--- src/rtl/step_pulse_gen.sv ---
// step_pulse_gen: turns the divided slow clock and the KEY0 push button into
// single-cycle step strobes in the clk_in domain for the baccarat dealer.
// Optional auto path: define STEP_PULSE_GEN_AUTO_EN to step on slow_clk edges
// while auto_mode is set. Without it, slow_clk and auto_mode are ignored.
//
// Debounce FSM
//   state          | meaning
//   S_IDLE         | button released and stable
//   S_PRESS_WAIT   | press seen, counting stable low cycles
//   S_PRESSED      | press accepted, one step issued
//   S_RELEASE_WAIT | release seen, counting stable high cycles
module step_pulse_gen #(
  parameter int DEBOUNCE_CYCLES = 500000,
  parameter int SYNC_STAGES     = 2
) (
  input  logic       clk_in,
  input  logic       rst,
  input  logic       slow_clk,
  input  logic       key_n,
  input  logic       auto_mode,
  output logic       step,
  output logic [3:0] step_count,
  output logic       key_held
);

  localparam int CNT_W = $clog2(DEBOUNCE_CYCLES) + 1;
  localparam logic [CNT_W-1:0] CNT_LAST = CNT_W'(DEBOUNCE_CYCLES - 1);

  typedef enum logic [1:0] {
    S_IDLE         = 2'd0,
    S_PRESS_WAIT   = 2'd1,
    S_PRESSED      = 2'd2,
    S_RELEASE_WAIT = 2'd3
  } state_t;

  state_t                 r_state;
  state_t                 w_state_nxt;
  logic [CNT_W-1:0]       r_db_cnt;
  logic [CNT_W-1:0]       w_cnt_nxt;
  logic                   r_man_edge;
  logic                   w_man_edge_nxt;
  logic [SYNC_STAGES-1:0] r_key_sync;
  logic                   w_key_sync;
  logic                   w_step_nxt;
  logic                   r_step;
  logic [3:0]             r_step_count;

  // Button synchronizer; resets to released (1) so reset never looks like a press
  always_ff @(posedge clk_in or posedge rst) begin
    if (rst) r_key_sync <= '1;
    else     r_key_sync <= {r_key_sync[SYNC_STAGES-2:0], key_n};
  end

  assign w_key_sync = r_key_sync[SYNC_STAGES-1];

  // Debounce state, counter and registered manual edge
  always_ff @(posedge clk_in or posedge rst) begin
    if (rst) begin
      r_state    <= S_IDLE;
      r_db_cnt   <= '0;
      r_man_edge <= 1'b0;
    end else begin
      r_state    <= w_state_nxt;
      r_db_cnt   <= w_cnt_nxt;
      r_man_edge <= w_man_edge_nxt;
    end
  end

  // Debounce next-state logic; only the press acceptance produces a step
  always_comb begin
    w_state_nxt    = r_state;
    w_cnt_nxt      = r_db_cnt;
    w_man_edge_nxt = 1'b0;
    case (r_state)
      S_IDLE: begin
        if (!w_key_sync) begin
          w_state_nxt = S_PRESS_WAIT;
          w_cnt_nxt   = '0;
        end
      end
      S_PRESS_WAIT: begin
        if (w_key_sync) begin
          w_state_nxt = S_IDLE;
          w_cnt_nxt   = '0;
        end else if (r_db_cnt == CNT_LAST) begin
          w_state_nxt    = S_PRESSED;
          w_man_edge_nxt = 1'b1;
        end else begin
          w_cnt_nxt = r_db_cnt + CNT_W'(1);
        end
      end
      S_PRESSED: begin
        if (w_key_sync) begin
          w_state_nxt = S_RELEASE_WAIT;
          w_cnt_nxt   = '0;
        end
      end
      S_RELEASE_WAIT: begin
        if (!w_key_sync) begin
          w_state_nxt = S_PRESSED;
        end else if (r_db_cnt == CNT_LAST) begin
          w_state_nxt = S_IDLE;
        end else begin
          w_cnt_nxt = r_db_cnt + CNT_W'(1);
        end
      end
      default: begin
        w_state_nxt = S_IDLE;
        w_cnt_nxt   = '0;
      end
    endcase
  end

  // Held indication covers the release debounce window as well
  always_comb begin
    key_held = (r_state == S_PRESSED) || (r_state == S_RELEASE_WAIT);
  end

`ifdef STEP_PULSE_GEN_AUTO_EN
  logic [SYNC_STAGES-1:0] r_slow_sync;
  logic [SYNC_STAGES-1:0] r_auto_sync;
  logic                   w_slow_sync;
  logic                   w_auto_sync;
  logic                   r_slow_prev;
  logic                   w_auto_edge;
  logic                   r_auto_edge;

  // Synchronize the slow clock and the mode switch
  always_ff @(posedge clk_in or posedge rst) begin
    if (rst) begin
      r_slow_sync <= '0;
      r_auto_sync <= '0;
    end else begin
      r_slow_sync <= {r_slow_sync[SYNC_STAGES-2:0], slow_clk};
      r_auto_sync <= {r_auto_sync[SYNC_STAGES-2:0], auto_mode};
    end
  end

  assign w_slow_sync = r_slow_sync[SYNC_STAGES-1];
  assign w_auto_sync = r_auto_sync[SYNC_STAGES-1];
  assign w_auto_edge = w_slow_sync & ~r_slow_prev;

  // Rising-edge detect runs regardless of mode, so flipping auto_mode cannot create an edge
  always_ff @(posedge clk_in or posedge rst) begin
    if (rst) begin
      r_slow_prev <= 1'b0;
      r_auto_edge <= 1'b0;
    end else begin
      r_slow_prev <= w_slow_sync;
      r_auto_edge <= w_auto_edge;
    end
  end

  assign w_step_nxt = r_man_edge | (w_auto_sync & r_auto_edge);
`else
  logic w_unused_inputs;
  assign w_unused_inputs = slow_clk ^ auto_mode;
  assign w_step_nxt      = r_man_edge;
`endif

  // Merged strobe: coincident manual and auto events give a single step
  always_ff @(posedge clk_in or posedge rst) begin
    if (rst) r_step <= 1'b0;
    else     r_step <= w_step_nxt;
  end

  // Step counter, wraps modulo 16
  always_ff @(posedge clk_in or posedge rst) begin
    if (rst)         r_step_count <= 4'd0;
    else if (r_step) r_step_count <= r_step_count + 4'd1;
  end

  assign step       = r_step;
  assign step_count = r_step_count;

endmodule
--- config.mk ---
export PLATFORM = sky130hd
export DESIGN_NAME = step_pulse_gen
export DESIGN_NICKNAME = d
export VERILOG_FILES = /design/src/rtl/step_pulse_gen.sv
export SDC_FILE = /design/constraint.sdc
export NUM_CORES = 1
export LEC_CHECK = 0
export ABC_CLOCK_PERIOD_IN_PS = 2300
export BUFFER_PORTS_ARGS = -buffer_cell sky130_fd_sc_hd__buf_4
export CAP_MARGIN = 20
export CORE_UTILIZATION = 55
export DETAILED_ROUTE_END_ITERATION = 10
export GPL_ROUTABILITY_DRIVEN = 0
export PLACE_DENSITY = 0.84
export SLEW_MARGIN = 20
export SYNTH_ARGS = -nofsm -noshare
export SYNTH_HDL_FRONTEND = slang
export SYNTH_SLANG_ARGS = --single-unit
--- constraint.sdc ---
create_clock -name clk_in -period 2.3 [get_ports clk_in]
set_input_delay 0.23 -clock clk_in [delete_from_list [all_inputs] [get_ports clk_in]]
set_output_delay 0.23 -clock clk_in [all_outputs]
set_load 0.02 [all_outputs]
* Yosys cells after proc, flatten, opt, wreduce, memory -nomap -nowiden *
Index checks and enable logic that the tools add are counted.

cells by class
  equality and inequality tests = 9
  $add $sub $neg = 2
  reduce and logical (&&, ||, !) cells = 4
  muxes and demuxes = 16

operator list
  cell                   count
  $mux 20                5
  $pmux 20 s4            1
  $add 20x1->20 const B  1
  $eq 20x19->1 const B   1
  $mux 2                 6
  $pmux 2 s4             1
  $ne 2x2->1 const B     3
  $ne 3x3->1 const B     2
  $add 4x1->4 const B    1
  $eq 2x2->1 const B     2
  $reduce_and 4->1       1
  $mux 1                 3
  $reduce_and 3->1       1
  $eq 2x1->1 const B     1
  $logic_not 2->1        1
  $logic_or 1x1->1       1

storage, ports and cells
  output and inout port bits = 6
  bits of input ports = 5
  logic and storage cells = 37
  register bits after elaboration = 30

* Logic depth before layout (Yosys ltp) *
  depth after elaboration = 4
  depth in mapped cells = 7
  gate-level depth less buffers = 6

* Worst setup path after synthesis *
No wires, ideal clock.

  kind = reg2reg
  from = reg r_key_sync[1]
  to = reg r_db_cnt[5]
  path slack = 579 ps
  library setup time = 77 ps
  cell stages (with the launch flop) = 8
  arrival = 1644 ps
  buffers on the path = 3
  data required time = 2223 ps
  period minus slack after synthesis = 1721 ps
  cells stage by stage = dfstp_2 > buf_2 > nor3b_2 > or2_0 > clkbuf_1 > nor2_1 > buf_2 > a21oi_1

on the way
  cells in the longest elaborated chain, start to end = 2
  elaborated cells between the ends (all ways) = 6
  classes of those cells = eq/ne: 3; mux: 2; reduce/logical: 1

RTL lines
  element                                                 RTL line  source
  start, declared                                         42        logic [SYNC_STAGES-1:0] r_key_sync;
  start signal, assigned                                  51        else r_key_sync <= {r_key_sync[SYNC_STAGES-2:0], key_n};
  $mux 20 / $ne 2x2->1 (equally long branches)            --
  $pmux 20 s4 / $reduce_and 3->1 (equally long branches)  --
  end signal, assigned                                    64        r_db_cnt <= w_cnt_nxt;
  end, declared                                           38        logic [CNT_W-1:0] r_db_cnt;

Parallel ways exist; a longest one is shown, timed or not.
A chain may end at the register's enable or synchronous reset.

* Worst setup path in the final report *
  from = reg r_db_cnt[1]
  to = reg r_db_cnt[0]

on the way
  cells in the longest elaborated chain, start to end = 4
  elaborated cells between the ends (all ways) = 5
  classes of those cells = eq/ne: 1; mux: 4

RTL lines
  element                     RTL line
  $eq 20x19->1 *              85, 101
  $mux 20 *                   --
  $mux 20 (on tied branches)  --
  $pmux 20 s4 *               --

Mark *: on every way between the ends. The rest lies on a longest branch, timed or not. The select of a mux whose other input is x is not followed.

==> out/metrics.yaml <==
critical_path:
  critPathSlowestCell: "nor4_1"
  path_class: "reg2reg"
  worstPathArrival_ns: 2.26
  critPathMaxStageDelay_ns: 0.66
  regToRegStartpoint: "r_db_cnt[1]$_DFFE_PP0P_"
  reg2reg_slack_ns: 0.29
  worstSetupEndpointType: "flop"
  ff2ff_path_depth: 5
  path_cells: "ha_1, nand3_1, nor4_1, o21ai_0, a21oi_1"
  critPathRequiredTime_ns: 2.56
  crit_path_max_fanout: 6
  timing.rr.end: "r_db_cnt[0]$_DFFE_PP0P_"
  critPathLaunchType: "flop"
cells_and_area:
  fin_cells: 212
  final_nets: 187
  antenna_cells: 0
  mostFrequentLayoutCells: "28 x dfrtp_1, 17 x nand2_1, 15 x nor2_1, 11 x buf_4"
  layout_commonest_cell: "dfrtp_1"
  fillers: 222
  layout-drive-gt1-share_pct: 17.13
  final_core_util_pct: 66.53
  area_growth_pct: 13.51
sta:
  slew_headroom_pct: 54.40
  tns_ns: 0
  final_hold_viol_count: 0
  slew_viol_final: 0
  setup_ws_ns: 0.2924
  tightest_slew_ns: 0.6777
  max_freq_mhz: 498.1
  setup_violations: 0
  skew_ns: 0.01034
  rsz0062_at_grt: "false"
  min_period_ns: 2.008
  period_share_pct: 87.29
die:
  num_rows: 19
  die-area_mm2: 0.003186
  initial_utilization_pct: 58.61
  die_w_um: 56.45
  num_io_pins: 11
  die_h_um: 56.45
  core_area_mm2: 0.002781
placement:
  pre_cts_ws_ns: 0.3327
  hpwl_um: 2384
  io_buffers: 8
  dp.cells: 202
status:
  status: "completed"
drt:
  num_vias: 1279
  drc: 0
  dr.pass1.iters: 6
  wire_per_inst_um: 15.36
  antenna_left: 0
  drt-initial-drc-count: 65
  wirelength_um: 3257
  vias_per_cell: 6.033
global_route:
  grt_usage_pct: 23.38
  antenna_found_initial: 0
  grt_pass1_wl_um: 5644
  grt_max_degree: 19
  grt_pass1_vias: 1255
  overflow: 0
synthesis:
  syn_nets: 174
  synthesis.area_mm2: 0.001630
  ys.flop_type: "dfrtp_1"
  syn_inst: 167
  synthDistinctLibCells: 46
  ys_warn_count: 0
  ys_async_sr_fraction_pct: 100.0
  synth-edff-count: 0
  postSynthAreaPerCell_um2: 9.762
  synth_seq_area_share_pct: 46.20
  synth_seq_cells: 30
clocking:
  post-cts-setup-buffer-count: 0
  path_clk_slew_ns: 0.10
  cts_root_buf: "clkbuf_4"
  cts_max_path_buffers: 2
  cts_resized: 0
  htreeDepth: 2
  cts_sinks: 30
  clkLatencyLatePin_ns: 0.33
  cts_tree: "built"
  cts_made_buffers: 5
power:
  power_leakage_nw: 0.8611
  powerDensity_mw_per_mm2: 625.5
  total_power_mw: 1.157
  ir_drop_v: 0.0006486
worst_hold_path:
  worstHoldEndpoint: "r_key_sync[1]$_DFF_PP1_"
  hold_path.startpoint: "r_key_sync[0]$_DFF_PP1_"
  min_path_type: "reg2reg"
  min_path_cells: 0
flow_run:
  maxCapViolations: 0
[cells by family after synthesis]
family | after synthesis | share of synthesized area [%]
AO/OA/AOI/OAI | 26 | 10.52
flip-flops | 30 | 46.20
buffers and inverters | 13 | 3.377
multiplexers | 2 | 1.305
adder cells (fa/ha/maj) | 2 | 1.535
XOR/XNOR | 12 | 6.447
AND/OR/NAND/NOR | 82 | 30.62
[synth_stat cells, drive strengths merged (4+ instances only)]
| master | number | share of area [%] |
|---|---|---|
| dfrtp | 28 | 43 |
| nand2 | 17 | 3.9 |
| nor2 | 16 | 4.1 |
| a21oi | 7 | 2.1 |
| nand3 | 7 | 2.1 |
| xor2 | 7 | 3.8 |
| inv | 6 | 1.4 |
| nand4 | 6 | 2.7 |
| o21ai | 6 | 1.8 |
| buf | 5 | 1.5 |
| nor4 | 5 | 3.2 |
| xnor2 | 5 | 2.7 |
| and2 | 4 | 1.6 |
| and3 | 4 | 1.5 |
| nor3 | 4 | 1.9 |
[worst max path at each step]
stage / cells after the start / from / to / slack [ns]
3_5_place_dp: 5 / r_db_cnt[0]$_DFFE_PP0P_ / r_db_cnt[0]$_DFFE_PP0P_ / 0.33
4_1_cts: 5 / r_db_cnt[0]$_DFFE_PP0P_ / r_db_cnt[0]$_DFFE_PP0P_ / 0.30
3_3_place_gp: 6 / r_db_cnt[0]$_DFFE_PP0P_ / r_db_cnt[14]$_DFFE_PP0P_ / 0.46
2_1_floorplan: 7 / r_key_sync[1]$_DFF_PP1_ / r_db_cnt[5]$_DFFE_PP0P_ / 0.58
5_1_grt: 5 / r_db_cnt[0]$_DFFE_PP0P_ / r_db_cnt[0]$_DFFE_PP0P_ / 0.08
6_report: 5 / r_db_cnt[1]$_DFFE_PP0P_ / r_db_cnt[0]$_DFFE_PP0P_ / 0.29
[cell type report]
| type | count | area, um2 | area share, % |
|---|---|---|---|
| clock buffer | 6 | 51.30 | 2.772 |
| tap | 31 | 38.79 | 2.096 |
| sequential | 30 | 753.2 | 40.70 |
| multi-input combinational | 124 | 822.0 | 44.42 |
| clock inverter | 2 | 60.06 | 3.245 |
| inverter | 6 | 22.52 | 1.217 |
| timing repair buffer | 13 | 102.6 | 5.544 |
[state kept, by name, indices dropped and copies added (netlist names), named ones only]
register,count
r_db_cnt,20
r_man_edge,1
r_state,1
step_count,4
step,1
r_key_sync,2
[report_power, final]
group / internal [mW] / switching, mW / leakage (nW)
logic: 0.0210 / 0.0356 / 0.394
registers: 0.535 / 0.00958 / 0.408
clock network: 0.368 / 0.188 / 0.0585
[critical path, delay by kind of cell, from the launching register on]
kind,cells,cell delay (ns)
compound gates,2,0.35
simple gates,2,0.93
fa+ha+maj,1,0.23
flops,1,0.42
[per-stage QoR]
stage          hold WS (ns)  instance area [um2]
3_5_place_dp         0.2762                 1719
5_1_grt              0.3722                 1851
6_report             0.3633                 1851
4_1_cts              0.3638                 1851
2_1_floorplan        0.2345                 1630
3_3_place_gp         0.2605                 1719
[layer usage]
layer	track usage [%]	wire length, um	up-vias	part of all wire, %
met5	0	0	-	0
met4	7.666	50	0	1.5
met3	7.143	115	6	3.5
met2	36.30	1589	27	49
met1	31.21	1502	623	46
li1	-	-	623	-
[timing repair]
item / CTS / global route
endpoints found under the hold margin: 13 / 0
setup endpoints to repair: 0 / 0
hold buffers: 2 / 0
(Power assumes the default switching activity.)
